### config.mk
export PLATFORM = sky130hd
export DESIGN_NAME = sfx_apu
export DESIGN_NICKNAME = d
export VERILOG_FILES = /design/src/rtl/sfx_apu.sv
export SDC_FILE = /design/constraint.sdc
export NUM_CORES = 1
export LEC_CHECK = 0
export BUFFER_PORTS_ARGS = -buffer_cell sky130_fd_sc_hd__buf_2
export CAP_MARGIN = 30
export CORE_MARGIN = 4
export CORE_UTILIZATION = 25
export DETAILED_ROUTE_END_ITERATION = 8
export PLACE_DENSITY_LB_ADDON = 0.08
export SETUP_SLACK_MARGIN = 0.1
export SKIP_CTS_REPAIR_TIMING = 1
export SLEW_MARGIN = 10
export SYNTH_ARGS = -nofsm -noshare
export SYNTH_HDL_FRONTEND = slang
export SYNTH_SLANG_ARGS = --single-unit
### constraint.sdc
create_clock -name clk -period 5.05 [get_ports clk]
set_clock_uncertainty 0.05 [all_clocks]
set_input_delay 0.2525 -clock clk [delete_from_list [all_inputs] [get_ports clk]]
set_output_delay 0.2525 -clock clk [all_outputs]
set_load 0.05 [all_outputs]
### src/rtl/sfx_apu.sv
// Multi-channel one-shot sound-effect generator: per-channel square/saw/noise
// voices with a linear release envelope, a priority or saturating mixer and a PWM pin.
module sfx_apu #(
    parameter int NUM_CH      = 3,
    parameter int PERIOD_BITS = 16,
    parameter int DUR_BITS    = 12,
    parameter int MIX_MODE    = 0
) (
    input  logic                          clk,
    input  logic                          reset,
    input  logic [NUM_CH-1:0]             trig,
    input  logic                          env_tick,
    input  logic [NUM_CH*PERIOD_BITS-1:0] period,
    input  logic [NUM_CH*2-1:0]           mode,
    input  logic [NUM_CH*DUR_BITS-1:0]    duration,
    output logic [NUM_CH-1:0]             active,
    output logic [7:0]                    sample,
    output logic                          sound
);

    typedef enum logic {
        IDLE    = 1'b0,
        PLAYING = 1'b1
    } ch_state_e;

    logic [7:0] level_arr [NUM_CH];
    logic [7:0] mix_next;
    logic [7:0] sample_reg;
    logic [7:0] pwm_cnt_reg;
    logic       sound_reg;

    genvar gi;
    generate
        for (gi = 0; gi < NUM_CH; gi++) begin : g_ch
            ch_state_e               state_reg, state_next;
            logic [DUR_BITS-1:0]     dur_reg, dur_next;
            logic [PERIOD_BITS-1:0]  phase_reg, phase_next;
            logic                    square_reg, square_next;
            logic [7:0]              ramp_reg, ramp_next;
            logic [7:0]              lfsr_reg, lfsr_next;
            logic [PERIOD_BITS-1:0]  ch_period;
            logic [1:0]              ch_mode;
            logic [DUR_BITS-1:0]     ch_dur;
            logic                    wrap;
            logic [7:0]              raw;
            logic [3:0]              vol;
            logic [7:0]              level;

            assign ch_period = period[gi*PERIOD_BITS +: PERIOD_BITS];
            assign ch_mode   = mode[gi*2 +: 2];
            assign ch_dur    = duration[gi*DUR_BITS +: DUR_BITS];

            always_ff @(posedge clk) begin
                if (reset) begin
                    state_reg  <= IDLE;
                    dur_reg    <= '0;
                    phase_reg  <= '0;
                    square_reg <= 1'b0;
                    ramp_reg   <= 8'd0;
                    lfsr_reg   <= 8'hA5 ^ 8'(gi);
                end else begin
                    state_reg  <= state_next;
                    dur_reg    <= dur_next;
                    phase_reg  <= phase_next;
                    square_reg <= square_next;
                    ramp_reg   <= ramp_next;
                    lfsr_reg   <= lfsr_next;
                end
            end

            // Trigger has priority over the duration countdown in the same cycle.
            always_comb begin
                state_next = state_reg;
                dur_next   = dur_reg;
                if (trig[gi]) begin
                    dur_next   = ch_dur;
                    state_next = (ch_dur != '0) ? PLAYING : IDLE;
                end else if (state_reg == PLAYING && env_tick) begin
                    if (dur_reg == DUR_BITS'(1)) begin
                        dur_next   = '0;
                        state_next = IDLE;
                    end else begin
                        dur_next = dur_reg - DUR_BITS'(1);
                    end
                end
            end

            // Period 0 and 1 both wrap every clock; the LFSR keeps running across notes.
            always_comb begin
                wrap        = (ch_period == '0) || (phase_reg >= ch_period - PERIOD_BITS'(1));
                phase_next  = phase_reg;
                square_next = square_reg;
                ramp_next   = ramp_reg;
                lfsr_next   = lfsr_reg;
                if (trig[gi]) begin
                    phase_next  = '0;
                    square_next = 1'b0;
                    ramp_next   = 8'd0;
                end else if (state_reg == PLAYING) begin
                    if (wrap) begin
                        phase_next  = '0;
                        square_next = ~square_reg;
                        ramp_next   = ramp_reg + 8'd1;
                        lfsr_next   = {lfsr_reg[6:0],
                                       lfsr_reg[7] ^ lfsr_reg[5] ^ lfsr_reg[4] ^ lfsr_reg[3]};
                    end else begin
                        phase_next = phase_reg + PERIOD_BITS'(1);
                    end
                end
            end

            always_comb begin
                raw = 8'd0;
                if (state_reg == PLAYING) begin
                    case (ch_mode)
                        2'd0:    raw = square_reg ? 8'hFF : 8'h00;
                        2'd1:    raw = ramp_reg;
                        2'd2:    raw = lfsr_reg;
                        default: raw = 8'd0;
                    endcase
                end
                vol   = (dur_reg >= DUR_BITS'(15)) ? 4'd15 : dur_reg[3:0];
                level = 8'(({4'd0, raw} * {8'd0, vol}) >> 4);
            end

            assign active[gi]    = (state_reg == PLAYING);
            assign level_arr[gi] = level;
        end

        if (MIX_MODE == 0) begin : g_prio
            // Walk from the highest index down so the lowest active index wins.
            always_comb begin
                mix_next = 8'd0;
                for (int i = NUM_CH - 1; i >= 0; i--) begin
                    if (active[i]) begin
                        mix_next = level_arr[i];
                    end
                end
            end
        end else begin : g_sum
            logic [10:0] sum;
            always_comb begin
                sum = 11'd0;
                for (int i = 0; i < NUM_CH; i++) begin
                    sum = sum + {3'd0, level_arr[i]};
                end
                mix_next = (sum > 11'd255) ? 8'hFF : sum[7:0];
            end
        end
    endgenerate

    always_ff @(posedge clk) begin
        if (reset) begin
            sample_reg  <= 8'd0;
            pwm_cnt_reg <= 8'd0;
            sound_reg   <= 1'b0;
        end else begin
            sample_reg  <= mix_next;
            pwm_cnt_reg <= pwm_cnt_reg + 8'd1;
            sound_reg   <= (pwm_cnt_reg < sample_reg);
        end
    end

    assign sample = sample_reg;
    assign sound  = sound_reg;

endmodule

After elaboration in Yosys (flattened, before gate mapping) --
Cells that the tools add are included.
Cells by class: add/sub/neg operators 13, order comparisons 7, muxes and demuxes 39, equal/unequal tests 9, multiply operators 3, bitwise logic cells 15, reductions and logical operators 33
Operators by type and width (number):
- 12-bit 2-to-1 mux | 9
- 8-bit 2-to-1 mux | 9
- 8-bit case mux with 3 select lines | 3
- 16-bit by 1-bit adder with 16-bit output, second input constant | 3
- 16-bit greater-or-equal comparator | 3
- 16-bit zero test | 3
- 16-bit 2-to-1 mux | 3
- 16-bit by 1-bit subtractor with 16-bit output, second input constant | 3
- 12-bit by 1-bit equality test with 1-bit output, second input constant | 3
- 12-bit by 4-bit greater-or-equal comparator with 1-bit output, second input constant | 3
- 8-bit by 4-bit multiplier with 12-bit output | 3
- 12-bit nonzero test | 3
- 12-bit by 1-bit subtractor with 12-bit output, second input constant | 3
- 8-bit by 1-bit adder with 8-bit output, second input constant | 4
- 1-bit 2-to-1 mux | 12
- 4-bit 2-to-1 mux | 3
- 2-bit AND reduction | 6
- 2-bit nonzero test | 6
- 3-bit AND reduction | 3
- 1-bit bitwise XOR | 9
- 8-bit < comparator | 1
- 2-bit by 1-bit equality test with 1-bit output, second input constant | 3
- 2-bit equality test, second input constant | 3
- 2-bit zero test | 3
- other kinds (4) | 15
Word-level totals: input bits 96, register bits after elaboration 155

Longest topological paths before layout --
depth in word-level cells 7, mapped depth 20, mapped depth without buffers 19

Least setup slack after synthesis --
Ideal clock, no wire load.
path type reg-to-reg, from register g_ch[1].state_reg, to register sample_reg[6] (netlist: sample[6]), setup slack 0.558 ns, stages on the path, launching flop included 19, library setup time 0.139 ns, data arrival time 4.303 ns, path buffers 3, cells stage by stage dfxtp_1 -> clkbuf_1 -> clkbuf_1 -> clkbuf_1 -> nand2_1 -> or2_2 -> fa_1 -> fa_1 -> inv_1 -> ha_1 -> nand4b_1 -> o22ai_1 -> nand4_1 -> a21oi_1 -> a311oi_1 -> o21ba_2 -> xnor2_1 -> a221oi_1 -> a211oi_1
Between the ends: longest elaborated chain between the ends 4
Ends and longest elaborated chain:
- from (decl) | line 35 | ch_state_e state_reg, state_next;
- from (signal assigned) | line 62 | state_reg <= state_next;
- 8-bit 2-to-1 mux | line 114 | if (state_reg == PLAYING) begin
- 8-bit by 4-bit multiplier with 12-bit output | line 123 | level = 8'(({4'd0, raw} * {8'd0, vol}) >> 4);
- 8-bit 2-to-1 mux (*) (2 in series) | line 135 | if (active[i]) begin
- to (signal assigned) | line 158 | sample_reg <= mix_next;
- to (decl) | line 28 | logic [7:0] sample_reg;
Mark *: on every way between the ends. The rest lies on a longest branch, timed or not. A chain may end at the register's enable or synchronous reset.

Final worst setup path --
from register g_ch[1].dur_reg[4], to register sample_reg[6] (netlist: sample[6])
Between the ends: longest elaborated chain between the ends 5
Ends and longest elaborated chain:
- from (decl) | line 36 | logic [DUR_BITS-1:0] dur_reg, dur_next;
- from (signal assigned) | line 63 | dur_reg <= dur_next;
- 12-bit by 4-bit greater-or-equal comparator with 1-bit output | line 122 | vol = (dur_reg >= DUR_BITS'(15)) ? 4'd15 : dur_reg[3:0];
- 4-bit 2-to-1 mux | line 122
- 8-bit by 4-bit multiplier with 12-bit output | line 123
- 8-bit 2-to-1 mux (2 in series) | line 135
Every way passes these cells.

==> summary by stage <==
Outcome
The run finished, with violations left. The final reports fail on negative hold slack.

Setup path
The sort of element at the end of the critical path is a flip-flop. The largest individual stage delay along the critical path comes from the cell fa_1. The maximum fanout along the worst path is 7. The data arrival time of the worst path is approximately 4900 ps. By startpoint and endpoint, the worst setup path is classified as reg -> reg.

On the worst path, the slowest cell contributes a delay of 540 ps. The worst setup path is launched from a flip-flop. Traced cell by cell, the critical path runs through nor4_2 -> nand2_1 -> nor2_1 -> or2_2 -> fa_1 -> fa_1 -> inv_1 -> ha_1 -> nand4b_1 -> o22ai_1 -> nand4_1 -> a21oi_1 -> a311oi_2 -> o21ba_2 -> xnor2_1 -> a221oi_1 -> a211oi_1. The kind of cell with the highest combined delay along the critical path is compound AO/OA/AOI/OAI gates. The capture point of the worst reg-to-reg path is sample[6]. The endpoint required time on the critical path is 5350 ps.

The length in cells of the worst reg-to-reg path is 17. The source of the worst register-to-register timing path is g_ch[1].dur_reg[4]. Among the stages of the critical path, the cell type that occurs most often is fa_1. The combined buffer and inverter count along the critical path is 1.

The reg-to-reg setup timing slack is between 400 and 500 ps.

Clock network
TritonCTS built the clock tree. The H-tree was split into 4 levels. Buffers inserted during clock tree synthesis total 17. For the worst-skew pair, the clock arrives at the later sink with an insertion delay of about 480 ps. The clock root buffer master is clkbuf_16. The buffer depth of the longest clock path is 2. The clock sink count is between 150 and 200.

The CTS clock-pin slew for the worst setup and hold paths is approximately 60 ps.

Detailed routing
For this block, the via count after detailed routing is between 10,000 and 15,000. The average wire per cell in the routed design is 14.1 µm. In this run the remaining antenna-violating nets after routing total 0. The first detailed-routing pass ran for 5 iterations.

The remaining routing DRC violations is 0. In this run, the number of DRC markers left after iteration 0 of detailed routing was 479. Dividing the detail-routed via count by the number of cells gives ~4.6. The routed wire length is 32,900 µm.

Finish
The final layout net count is 1,897. The register with the most flip-flops in the layout has between 40 and 50 of them. The most common library cell in the layout ignoring fill and taps is nor2_1.

In the final layout, the multi-input gates occupy 0.00862 mm². After filler insertion, the fill cell instance count of the layout stands at 5,346. The final cell count without fillers is approximately 2,300. The final antenna diode count is 0. The library cells used most frequently in the layout, excluding fill and tap cells, are nor2_1, dfxtp_1, ha_1. Registers take 0.00310 mm². In the final layout, the share of cells above drive strength 1 is 11.5%. The area growth from synthesis to layout is 16.5%.

Logic synthesis
The number of different library cells used by synthesis comes to 75. For this run, the leading register cell type out of synthesis is dfxtp_1. Counting flops with an async set or reset pin after synthesis yields a share of 0%. The count of mapped cells out of synthesis is 1,554. After synthesis, the mean cell area works out to just under 8 µm². Of the synthesized area, sequential elements account for roughly a quarter. The number of flip-flops and latches in the synthesized netlist is between 150 and 200. The number of enable flip-flop cells after synthesis is 0. The post-synthesis net count is 1,799. The cell area that synthesis handed to floorplanning was roughly 0.012 mm². The Yosys step of the flow raised 0 warnings.

GRT
The via count of the first global-routing pass is 10,852. The global-route wire length before repair is 55,700 µm. After global routing the overflow that remains totals 0. The number of antenna violations at the first check in global routing is 0. Global routing consumed, over all layers together, 12.8% of the routing resources.

Entering global routing, the biggest net connects 39 pins.

Timing
Hold timing on the final database bottoms out at a slack of -7.35 ps. The hold violation total from the final report came to 1. The post-route fraction of the period consumed by the critical path is about nine tenths. The transition at the pin with the smallest max-transition slack is between 700 and 800 ps. The highest clock frequency the design can meet is 216 MHz.

The number of failing setup endpoints in the final timing report is 0. Setup repair after global routing left no endpoint under its margin. Adding up every negative setup slack in the final design gives 0 ps.

The final critical path time including I/O delays and setup is roughly 4600 ps. The total count of max-transition violations in the final report is 0. In this run the tightest slew margin relative to its limit is between 50% and 60%.

Floorplanning
The width of the die is 230 µm. The floorplan row count is 81. The effective utilization at floorplan is between 20% and 30%.

Pin placement for this block handled around 110 I/O pins. The vertical die dimension is about 230 µm. The floorplan step defined a die boundary enclosing 0.0530 mm².

The core area is 0.0488 mm².

Run
The number of max-cap violations is 0.

Place
Detailed placement finished with a half-perimeter wire length of 25,800 µm. The final weighted congestion of routability-driven global placement is approximately 0.76. The number of cells after detailed placement is 2,284. The number of port buffers is ~110.

Hold path
The worst hold path terminates at g_ch[1].dur_reg[7]. The depth of the worst hold-timing path is 3. The startpoint identified for the worst hold timing path is duration[19]. The min-delay analysis places its worst path in the category in -> reg.

Power
The reported leakage power is a little over 6 nW. The power per cell area is 230 mW/mm². The maximum resistive drop on vdd is 0.000184 V.
[worst max path at each step]
stage | start | end | slack [ps] | depth (start not counted)
5_1_grt | g_ch[1].dur_reg[4] | sample[6] | 140 | 17
3_3_place_gp | mode[3] | sample[6] | 360 | 19
4_1_cts | g_ch[1].dur_reg[8] | sample[6] | 350 | 18
2_1_floorplan | g_ch[1].state_reg | sample[6] | 560 | 18
6_report | g_ch[1].dur_reg[4] | sample[6] | 420 | 17
3_5_place_dp | mode[3] | sample[6] | 330 | 19
[cell usage after synthesis (all sizes together), types with 9 or more instances]
cell type	count	area share, %
nor2	251	7.7
dfxtp	155	25
ha	116	12
nand2	116	3.5
inv	99	3.0
xor2	81	5.7
a21oi	75	3.0
xnor2	69	4.9
clkbuf	49	1.5
nand3	49	2.0
o21ai	49	2.0
nor3	36	1.6
fa	33	5.4
nand2b	28	1.4
a21o	27	1.6
nor4	27	1.6
and3	26	1.3
nand4	26	1.3
mux2i	23	1.9
nor2b	20	1.0
or2	20	1.0
a221oi	19	1.3
a31oi	14	0.83
a211oi	13	0.79
or4	13	0.82
buf	12	0.58
or3	12	0.65
a211o	10	0.71
and2	9	0.46
nand3b	9	0.55
[kinds of logic (layout without fill, tap and decap cells)]
logic type	Yosys count	count (layout)	synth area share, %
XOR/XNOR	150	150	10.6
AND/OR/NAND/NOR	661	661	26.2
adder cells (fa/ha/maj)	149	149	17.1
multiplexers	24	24	1.96
AO/OA/AOI/OAI	255	255	13.9
buffers and inverters	160	270	5.08
flip-flops	155	155	25.1
[final cells by class]
class                      count  area share [%]
multi-input combinational   1239            59.9
clock inverter                 7           0.939
sequential                   155            21.6
timing repair buffer         140            5.69
inverter                      99            2.58
clock buffer                  24            3.49
tap                          664            5.78
[through the flow]
step / hold WS, ps / util [%] / setup WS [ps] / cell area, µm² / power [mW]
after floorplan: 345 / - / 558 / 12300 / 1.70
after global placement: 395 / 27.9 / 364 / 13600 / 1.89
after detailed placement: 401 / 27.9 / 330 / 13600 / 1.89
after CTS: -76.5 / 29.2 / 346 / 14200 / 3.38
after global routing: 1.74 / 29.4 / 139 / 14400 / 3.50
final: -7.35 / 29.4 / 425 / 14400 / 3.31
[routing by layer]
metal  part of all wire, %  global-route usage, %
met1                    52                   17.7
met2                    43                   19.6
met3                   3.9                   3.57
met4                   1.2                   3.63
met5                     0                      0
[worst min-delay path: stages]
cell and delay (ps):
buf_2 90, a221oi_1 70, nor2_1 70
[report_power, final]
part / internal, mW / leakage, nW / switching [mW] / total [mW]
sequential: 1.26 / 1.26 / 0.0466 / 1.30
combinational: 0.223 / 4.57 / 0.343 / 0.565
clock: 0.886 / 0.316 / 0.550 / 1.44
No activity file was read; power rests on OpenSTA's default activity.
